**config.mk**
```make
export PLATFORM = sky130hd
export DESIGN_NAME = cdb_arbiter
export DESIGN_NICKNAME = d
export VERILOG_FILES = /design/src/rtl/cdb_arbiter.sv
export SDC_FILE = /design/constraint.sdc
export NUM_CORES = 1
export LEC_CHECK = 0
export ABC_AREA = 1
export CAP_MARGIN = 20
export CORE_MARGIN = 8
export CORE_UTILIZATION = 30
export CTS_BUF_LIST = sky130_fd_sc_hd__clkbuf_8 sky130_fd_sc_hd__clkbuf_16
export DETAILED_ROUTE_END_ITERATION = 10
export GPL_ROUTABILITY_DRIVEN = 0
export GPL_TIMING_DRIVEN = 1
export REMOVE_ABC_BUFFERS = 1
export SLEW_MARGIN = 30
export SYNTH_ARGS = -nofsm -noshare
export SYNTH_HDL_FRONTEND = slang
export SYNTH_SLANG_ARGS = --single-unit
```
**constraint.sdc**
```tcl
create_clock -name clk -period 3.6 [get_ports clk]
set_input_delay 0.54 -clock clk [delete_from_list [all_inputs] [get_ports clk]]
set_output_delay 0.54 -clock clk [all_outputs]
set_load 0.01 [all_outputs]
```
**src/rtl/cdb_arbiter.sv**
```systemverilog
// Common Data Bus arbiter: round-robin pick of one ready result source per cycle,
// broadcast on a registered CDB with a saturating broadcast counter.
module cdb_arbiter #(
  parameter int unsigned N_REQ  = 4,
  parameter int unsigned TAG_W  = 8,
  parameter int unsigned WORD_W = 32,
  parameter int unsigned CNT_W  = 16
) (
  input  logic                    clk,
  input  logic                    rst,
  input  logic [N_REQ-1:0]        req_valid,
  input  logic [N_REQ*TAG_W-1:0]  req_tag,
  input  logic [N_REQ*WORD_W-1:0] req_data,
  output logic [N_REQ-1:0]        req_ready,
  input  logic                    flush,
  output logic                    cdb_valid,
  output logic [TAG_W-1:0]        cdb_tag,
  output logic [WORD_W-1:0]       cdb_data,
  output logic [CNT_W-1:0]        bcast_cnt
);

  localparam int unsigned PtrW = (N_REQ > 1) ? $clog2(N_REQ) : 1;

  logic [PtrW-1:0]   rr_q, rr_d;
  logic [PtrW-1:0]   win;
  logic              found;
  logic              valid_q, valid_d;
  logic [TAG_W-1:0]  tag_q, tag_d;
  logic [WORD_W-1:0] data_q, data_d;
  logic [CNT_W-1:0]  cnt_q, cnt_d;

  // Grant search starts at the pointer and wraps; reset and flush suppress any grant.
  always_comb begin
    int unsigned idx;
    idx       = 0;
    req_ready = '0;
    win       = '0;
    found     = 1'b0;
    if (!rst && !flush) begin
      for (int unsigned k = 0; k < N_REQ; k++) begin
        idx = (int'(rr_q) + k) % N_REQ;
        if (!found && req_valid[idx]) begin
          found          = 1'b1;
          req_ready[idx] = 1'b1;
          win            = PtrW'(idx);
        end
      end
    end
  end

  always_comb begin
    valid_d = found;
    tag_d   = tag_q;
    data_d  = data_q;
    rr_d    = rr_q;
    cnt_d   = cnt_q;
    if (found) begin
      tag_d  = req_tag[int'(win)*TAG_W +: TAG_W];
      data_d = req_data[int'(win)*WORD_W +: WORD_W];
      rr_d   = (win == PtrW'(N_REQ - 1)) ? '0 : win + 1'b1;
      if (!(&cnt_q)) begin
        cnt_d = cnt_q + 1'b1;
      end
    end
  end

  always_ff @(posedge clk or posedge rst) begin
    if (rst) begin
      valid_q <= 1'b0;
      tag_q   <= '0;
      data_q  <= '0;
      rr_q    <= '0;
      cnt_q   <= '0;
    end else begin
      valid_q <= valid_d;
      tag_q   <= tag_d;
      data_q  <= data_d;
      rr_q    <= rr_d;
      cnt_q   <= cnt_d;
    end
  end

  assign cdb_valid = valid_q;
  assign cdb_tag   = tag_q;
  assign cdb_data  = data_q;
  assign bcast_cnt = cnt_q;

endmodule

```
==> results by group, run 1 <==
Timing
  – Max Freq: 302 MHz
  – Period utilization: 92.0%
  – Setup TNS: 0 ns
  – Final worst slack: about 0.29 ns
  – Final Skew: between 0.003 and 0.004 ns
  – Slew HR: 48.6%
  – Fin. Hold Viols: 0
  – Least-Margin Pin Slew: between 0.7 and 0.8 ns
  – RSZ-0062 raised after global routing: false
  – Slew Limit Fails: 0
  – Final Critical Period: 3.31 ns
  – Setup violators final: 0

Global route
  – GRT Total Usage: between 10% and 20%
  – Grt met3 use: 5.97%
  – Pin count of the biggest net entering global routing: 79
  – Overflow after GRT: 0
  – Initial antenna violation count: 0
  – GRT busiest layer: met2
  – Met1 Track Usage GR: between 10% and 20%
  – Global-route wire length before repair: about 29000 µm
  – Vias in the first global route: approximately 5500
  – Met2 usage: a little over a quarter

Place
  – Pre-CTS setup slack: ~0.5 ns
  – Post-DP HPWL: about 13000 µm
  – Buffers on Ports: 227
  – Dpl cell area: 0.00752 mm²

Clock network
  – Clock sink total: between 50 and 60
  – Clk pin slew, worst setup/hold paths: about 0.06 ns
  – Htree depth: 3
  – Num CTS Buffers: 9
  – TritonCTS clock tree: built
  – Clock Path Buffers: 2
  – Skew-Pair Late Insertion Delay: roughly 0.32 ns
  – Hold_buf cts: 0
  – Root buf cell: clkbuf_16
  – Setup bufs post-CTS: 0

Power and ir drop
  – Leak pwr: approximately 4.2 nW
  – Clock power share: 16.6%
  – PnR Total Power: between 5 and 6 mW
  – Sw Ratio: a little under half
  – Reg power frac: 21.7%
  – Pwr Density: around 660 mW/mm²
  – Switching power: 2.39 mW
  – Logic pwr share: about three fifths
  – Pint: around 2.8 mW
  – Peak supply drop: ~440 µV

Route
  – DR DRC count: 0
  – DR WL/cell: around 14 µm
  – Post-DR vias/cell: 4.39
  – DR vias: ~5600
  – Iter 0 DRT Violations: approximately 220
  – Total Routed Length: between 15000 and 20000 µm
  – Detail Route Antenna Nets: 0
  – Router iterations before antenna repair: 5

Synth
  – Syn Area/Cell: ~6.1 µm²
  – Synth Register Bits: ~60
  – Compound-gate portion of the synthesized area: under 10%
  – XOR/XNOR Fraction of Synth Area: around 2.2%
  – Yosys top cell area share: between 20 and 30%
  – Area leader, netlist: dfrtp_1
  – Mapped Cells: about 850
  – Largest family of logic cells by synthesized area: simple AND/OR/NAND/NOR gates
  – Yosys warns: 0
  – Post-synthesis sequential area ratio: approximately 29%
  – Mapped cell area: around 0.0051 mm²
  – Post-Synth Simple-Gate Area: a little under half
  – Post-synthesis mux area share: 0%
  – Top cells by area, synth: dfrtp_1, nand2_1, nand3_1
  – Distinct cells, synth: 33
  – Post-Synth Adder-Cell Area: roughly 2.2%

Finish
  – Post-route core utilization: 45.8%
  – Area Overhead vs Synth: 51.8%
  – Commonest non-fill, non-tap cells in the layout: nand2_1, clkdlybuf4s50_1, inv_1
  – Layout cells sized above 1: under 10%
  – Fillcell total: about 1800
  – Post-route cell area: slightly below 0.008 mm²
  – Most common cell after layout, fill and taps aside: nand2_1
  – ANT cells: 0
  – Nets: 1225

Floorplanning
  – Die footprint: approximately 0.022 mm²
  – Die height: around 150 µm
  – Core area: 0.0171 mm²
  – I/O pins: around 230
  – Die width: 147 µm
  – Initial core utilization: between 30 and 40%
  – Row count: 48

Status
  – Run status: completed

Critical path
  – Worst EP arrival: 2.77 ns
  – Worst setup SP type: flop
  – CP max FO: 8
  – Critical path capture point type: output pin
  – WS Path Type: reg2out
  – Critical Path RT: 3.06 ns

Min path
  – Worst Hold Class: reg2reg

Flow run
  – Max-cap violation count: 0
[stage by stage]
step           cells  hold WS, ns
2_1_floorplan    802        0.515
3_3_place_gp    1263        0.461
3_5_place_dp    1263        0.464
4_1_cts         1278        0.479
5_1_grt         1278        0.499
6_report        1278        0.476
[power by group through the flow]
| stage | combinational, mW | sequential [mW] | clock [mW] |
|---|---|---|---|
| 3_5_place_dp | 3.22 | 1.12 | 0 |
| 5_1_grt | 3.54 | 1.16 | 0.917 |
| 3_3_place_gp | 3.21 | 1.12 | 0 |
| 4_1_cts | 3.23 | 1.12 | 0.880 |
| 6_report | 3.17 | 1.12 | 0.854 |
| 2_1_floorplan | 1.66 | 1.22 | 0 |
[synth_stat cells]
cell type and count:
nand4_2 1, nor2_1 12, nand3b_1 15, nand3_2 2, inv_2 3, buf_4 13, nor2_4 1, a21oi_1 1
o211ai_1 1, inv_6 1, xor2_1 11, nand2_1 301, a22oi_1 2, buf_6 9, buf_2 17, a21boi_0 1
inv_4 1, nand2_4 2, nor3_1 8, o21ai_1 1, nor2_2 1, o21ai_0 4, nand2_2 11, nor4_1 1
xnor2_1 2, nor3_2 2, nand4_1 3, dfrtp_1 59, inv_1 174, ha_1 9, nand3_1 170, nor2_8 2
clkbuf_1 5
[worst paths after layout]
path,start,to,slack (ns),cells past startpoint
setup / recovery,rr_q[1]$_DFFE_PP0P_,req_ready[0],0.29,13
hold / removal,cdb_data[23]$_DFFE_PP0P_,cdb_data[23]$_DFFE_PP0P_,0.48,2
setup reg to reg,rr_q[1]$_DFFE_PP0P_,cdb_data[0]$_DFFE_PP0P_,0.76,15
hold reg to reg,cdb_data[23]$_DFFE_PP0P_,cdb_data[23]$_DFFE_PP0P_,0.48,2
max in group asynchronous,rst,rr_q[0]$_DFFE_PP0P_,2.27,3
min in group asynchronous,rst,cdb_tag[1]$_DFFE_PP0P_,0.80,3
[repair_timing]
| action | in CTS | in global routing |
|---|---|---|
| endpoints found under the setup margin | 0 | 4 |
| gates resized for setup | 0 | 1 |
| hold endpoints to repair | 0 | 0 |
[kinds of logic after synthesis]
| family | after synthesis |
|---|---|
| adders and majority gates | 9 |
| DFF | 59 |
| AOI/OAI and AO/OA | 10 |
| buffers and inverters | 223 |
| xor gates and xnor gates | 13 |
| and+or+nand+nor | 532 |
[sequential cells by signal, summed over array words and instances (netlist names)]
register	count
cdb_valid	1
bcast_cnt	16
rr_q	2
cdb_data	32
cdb_tag	8
[layer usage]
layer / share of wire (%) / vias to the layer above
met3: 9.3 / 12
li1: - / 2959
met4: 0.91 / 0
met1: 43 / 2470
met5: 0 / -
met2: 47 / 175
[layout make-up]
type                            count  area, µm²  area share (%)
Inverter                          179        679            8.69
Multi-Input combinational cell    564       2700            34.5
Sequential cell                    59       1480            18.9
Timing Repair Buffer              236       2390            30.6
Tap cell                          225        282            3.60
Clock inverter                      5       55.1           0.704
Clock buffer                       10        239            3.06
[worst max-delay path: stages, from the launching register on]
cell and delay, ns:
dfrtp_1 0.49, inv_2 0.15, ha_1 0.39, inv_1 0.09
nand2_1 0.09, nand2_2 0.09, nor2_8 0.14, nand2_2 0.08
nor2_4 0.14, nand2_1 0.07, nand4_1 0.08, nand2_1 0.06
inv_1 0.07, clkdlybuf4s50_1 0.53
(Power assumes the default switching activity.)
==> inputs of run 2 (changes only) <==
CTS_BUF_LIST = sky130_fd_sc_hd__clkbuf_16   (was sky130_fd_sc_hd__clkbuf_8 sky130_fd_sc_hd__clkbuf_16)
==> run 2 against run 1 <==
Non-clock buffer count unchanged. Die area unchanged. Sequential share of layout area about the same. Combinational power about the same. Global-route usage unchanged. Cell count unchanged. Cell area decreased by 0.13%. Critical path type unchanged.
==> results by group, run 2 (same netlist as run 1, synthesis figures left out) <==
Power and ir drop
  – Pwr Density: 656 mW/mm² (-0.30%)
  – Peak supply drop: 440 µV (about the same)
  – PnR Total Power: 5.12 mW (-0.43%)
  – Leak pwr: 4.18 nW (-0.13%)

Floorplanning
  – Initial core utilization: 30.2% (unchanged)
  – Row count: 48 (unchanged)
  – I/O pins: 228 (unchanged)
  – Die footprint: 0.0216 mm² (unchanged)
  – Die height: 147 µm (unchanged)
  – Die width: 147 µm (unchanged)
  – Core area: 0.0171 mm² (unchanged)

Timing
  – Final Skew: 0.00313 ns (unchanged)
  – Period utilization: 92.0% (unchanged)
  – Final Critical Period: 3.31 ns (unchanged)
  – Least-Margin Pin Slew: 0.772 ns (unchanged)
  – Slew Limit Fails: 0 (unchanged)
  – Fin. Hold Viols: 0 (unchanged)
  – Setup TNS: 0 ns (unchanged)
  – RSZ-0062 raised after global routing: false
  – Setup violators final: 0 (unchanged)
  – Slew HR: 48.6% (unchanged)
  – Max Freq: 302 MHz (unchanged)

Critical path
  – Critical path capture point type: output pin
  – WS Path Type: reg2out
  – Worst setup SP type: flop
  – Worst EP arrival: 2.77 ns (about the same)
  – CP max FO: 8 (unchanged)
  – R2R setup slack: 0.76 ns (about the same)
  – Critical Path RT: 3.06 ns (about the same)

Finish
  – ANT cells: 0 (unchanged)
  – Commonest non-fill, non-tap cells in the layout: nand2_1, clkdlybuf4s50_1, inv_1
  – Area Overhead vs Synth: 51.6%
  – Most common cell after layout, fill and taps aside: nand2_1
  – Layout cells sized above 1: 4.84% (-0.095 points)
  – Fillcell total: 1802 (+0.056%)
  – Max reg flops: 32 (unchanged)
  – Area of the multi-input gates: 0.00270 mm² (unchanged)
  – FF+latch area: 0.00148 mm² (unchanged)
  – Nets: 1225 (unchanged)
  – Post-route core utilization: 45.8% (-0.059 points)

Status
  – Run status: completed

Route
  – DR WL/cell: 13.7 µm (unchanged)
  – Detail Route Antenna Nets: 0 (unchanged)
  – DR vias: 5616 (unchanged)
  – Total Routed Length: 17600 µm (unchanged)
  – DR DRC count: 0 (unchanged)
  – Iter 0 DRT Violations: 219 (unchanged)
  – Router iterations before antenna repair: 5 (unchanged)
  – Post-DR vias/cell: 4.39 (unchanged)

Global route
  – Overflow after GRT: 0 (unchanged)
  – Global-route wire length before repair: 28900 µm (unchanged)
  – Pin count of the biggest net entering global routing: 79 (unchanged)
  – GRT Total Usage: 16.3% (unchanged)
  – Initial antenna violation count: 0 (unchanged)
  – Vias in the first global route: 5547 (unchanged)

Clock network
  – Hold_buf cts: 0 (unchanged)
  – Htree depth: 3 (unchanged)
  – Num CTS Buffers: 9 (unchanged)
  – Clk pin slew, worst setup/hold paths: 0.06 ns (about the same)
  – Clock Path Buffers: 2 (unchanged)
  – Setup bufs post-CTS: 0 (unchanged)
  – Skew-Pair Late Insertion Delay: 0.32 ns (about the same)
  – Root buf cell: clkbuf_16
  – Resized Gates After CTS: 0 (unchanged)
  – Clock sink total: 59 (unchanged)
  – TritonCTS clock tree: built

Place
  – Buffers on Ports: 227 (unchanged)
  – Post-DP HPWL: 13000 µm (unchanged)

Flow run
  – Max-cap violation count: 0 (unchanged)

Min path
  – Worst Hold Class: reg2reg
run 2: changes by cell type in the layout (fill, tap and decap cells not counted), sizes merged:
cell | before | now
clkbuf | 10 | 9
clkinv | 2 | 3
run 2: worst max-delay path, stage by stage (launching register included):
cell and delay, ns:
dfrtp_1 0.49, inv_2 0.15, ha_1 0.39, inv_1 0.09, nand2_1 0.09, nand2_2 0.09, nor2_8 0.14, nand2_2 0.08
nor2_4 0.14, nand2_1 0.07, nand4_1 0.08, nand2_1 0.06, inv_1 0.07, clkdlybuf4s50_1 0.53
run 2: cell type report:
| type | count | share of cell area (%) |
|---|---|---|
| Multi-Input combinational cell | 564 | 34.5 |
| Timing Repair Buffer | 236 | 30.6 |
| Sequential cell | 59 | 18.9 |
| Inverter | 179 | 8.70 |
| Tap cell | 225 | 3.61 |
| Clock buffer | 9 | 2.88 |
| Clock inverter | 6 | 0.753 |
run 2: worst paths after layout:
kind,start,to,depth (start not counted)
setup / recovery,rr_q[1]$_DFFE_PP0P_,req_ready[0],13
hold / removal,cdb_data[23]$_DFFE_PP0P_,cdb_data[23]$_DFFE_PP0P_,2
hold reg to reg,cdb_data[23]$_DFFE_PP0P_,cdb_data[23]$_DFFE_PP0P_,2
min in group asynchronous,rst,cdb_tag[1]$_DFFE_PP0P_,3
max in group asynchronous,rst,rr_q[0]$_DFFE_PP0P_,3
setup reg to reg,rr_q[1]$_DFFE_PP0P_,cdb_data[0]$_DFFE_PP0P_,15
run 2: per-stage QoR:
stage / hold WS (ns) / setup WS, ns / std cells / area, µm²
after floorplan: 0.515 / 0.0730 / 802 / 4850
after detailed placement: 0.464 / 0.489 / 1263 / 7520
after global routing: 0.499 / 0.0473 / 1278 / 7810
final: 0.476 / 0.288 / 1278 / 7810
after global placement: 0.461 / 0.543 / 1263 / 7520
after CTS: 0.479 / 0.146 / 1278 / 7810
run 2: layer usage:
metal | vias to the layer above | routed length [µm] | global-route usage, %
met4 | 0 | 160 | 3.42
li1 | 2959 | - | -
met1 | 2470 | 7560 | 19.5
met3 | 12 | 1640 | 5.97
met5 | - | 0 | 0
met2 | 175 | 8190 | 27.3
run 2: report_power, final:
part	leakage (nW)	internal [mW]	switching, mW
sequential	0.739	0.924	0.193
combinational	3.30	1.29	1.89
clock	0.140	0.526	0.306
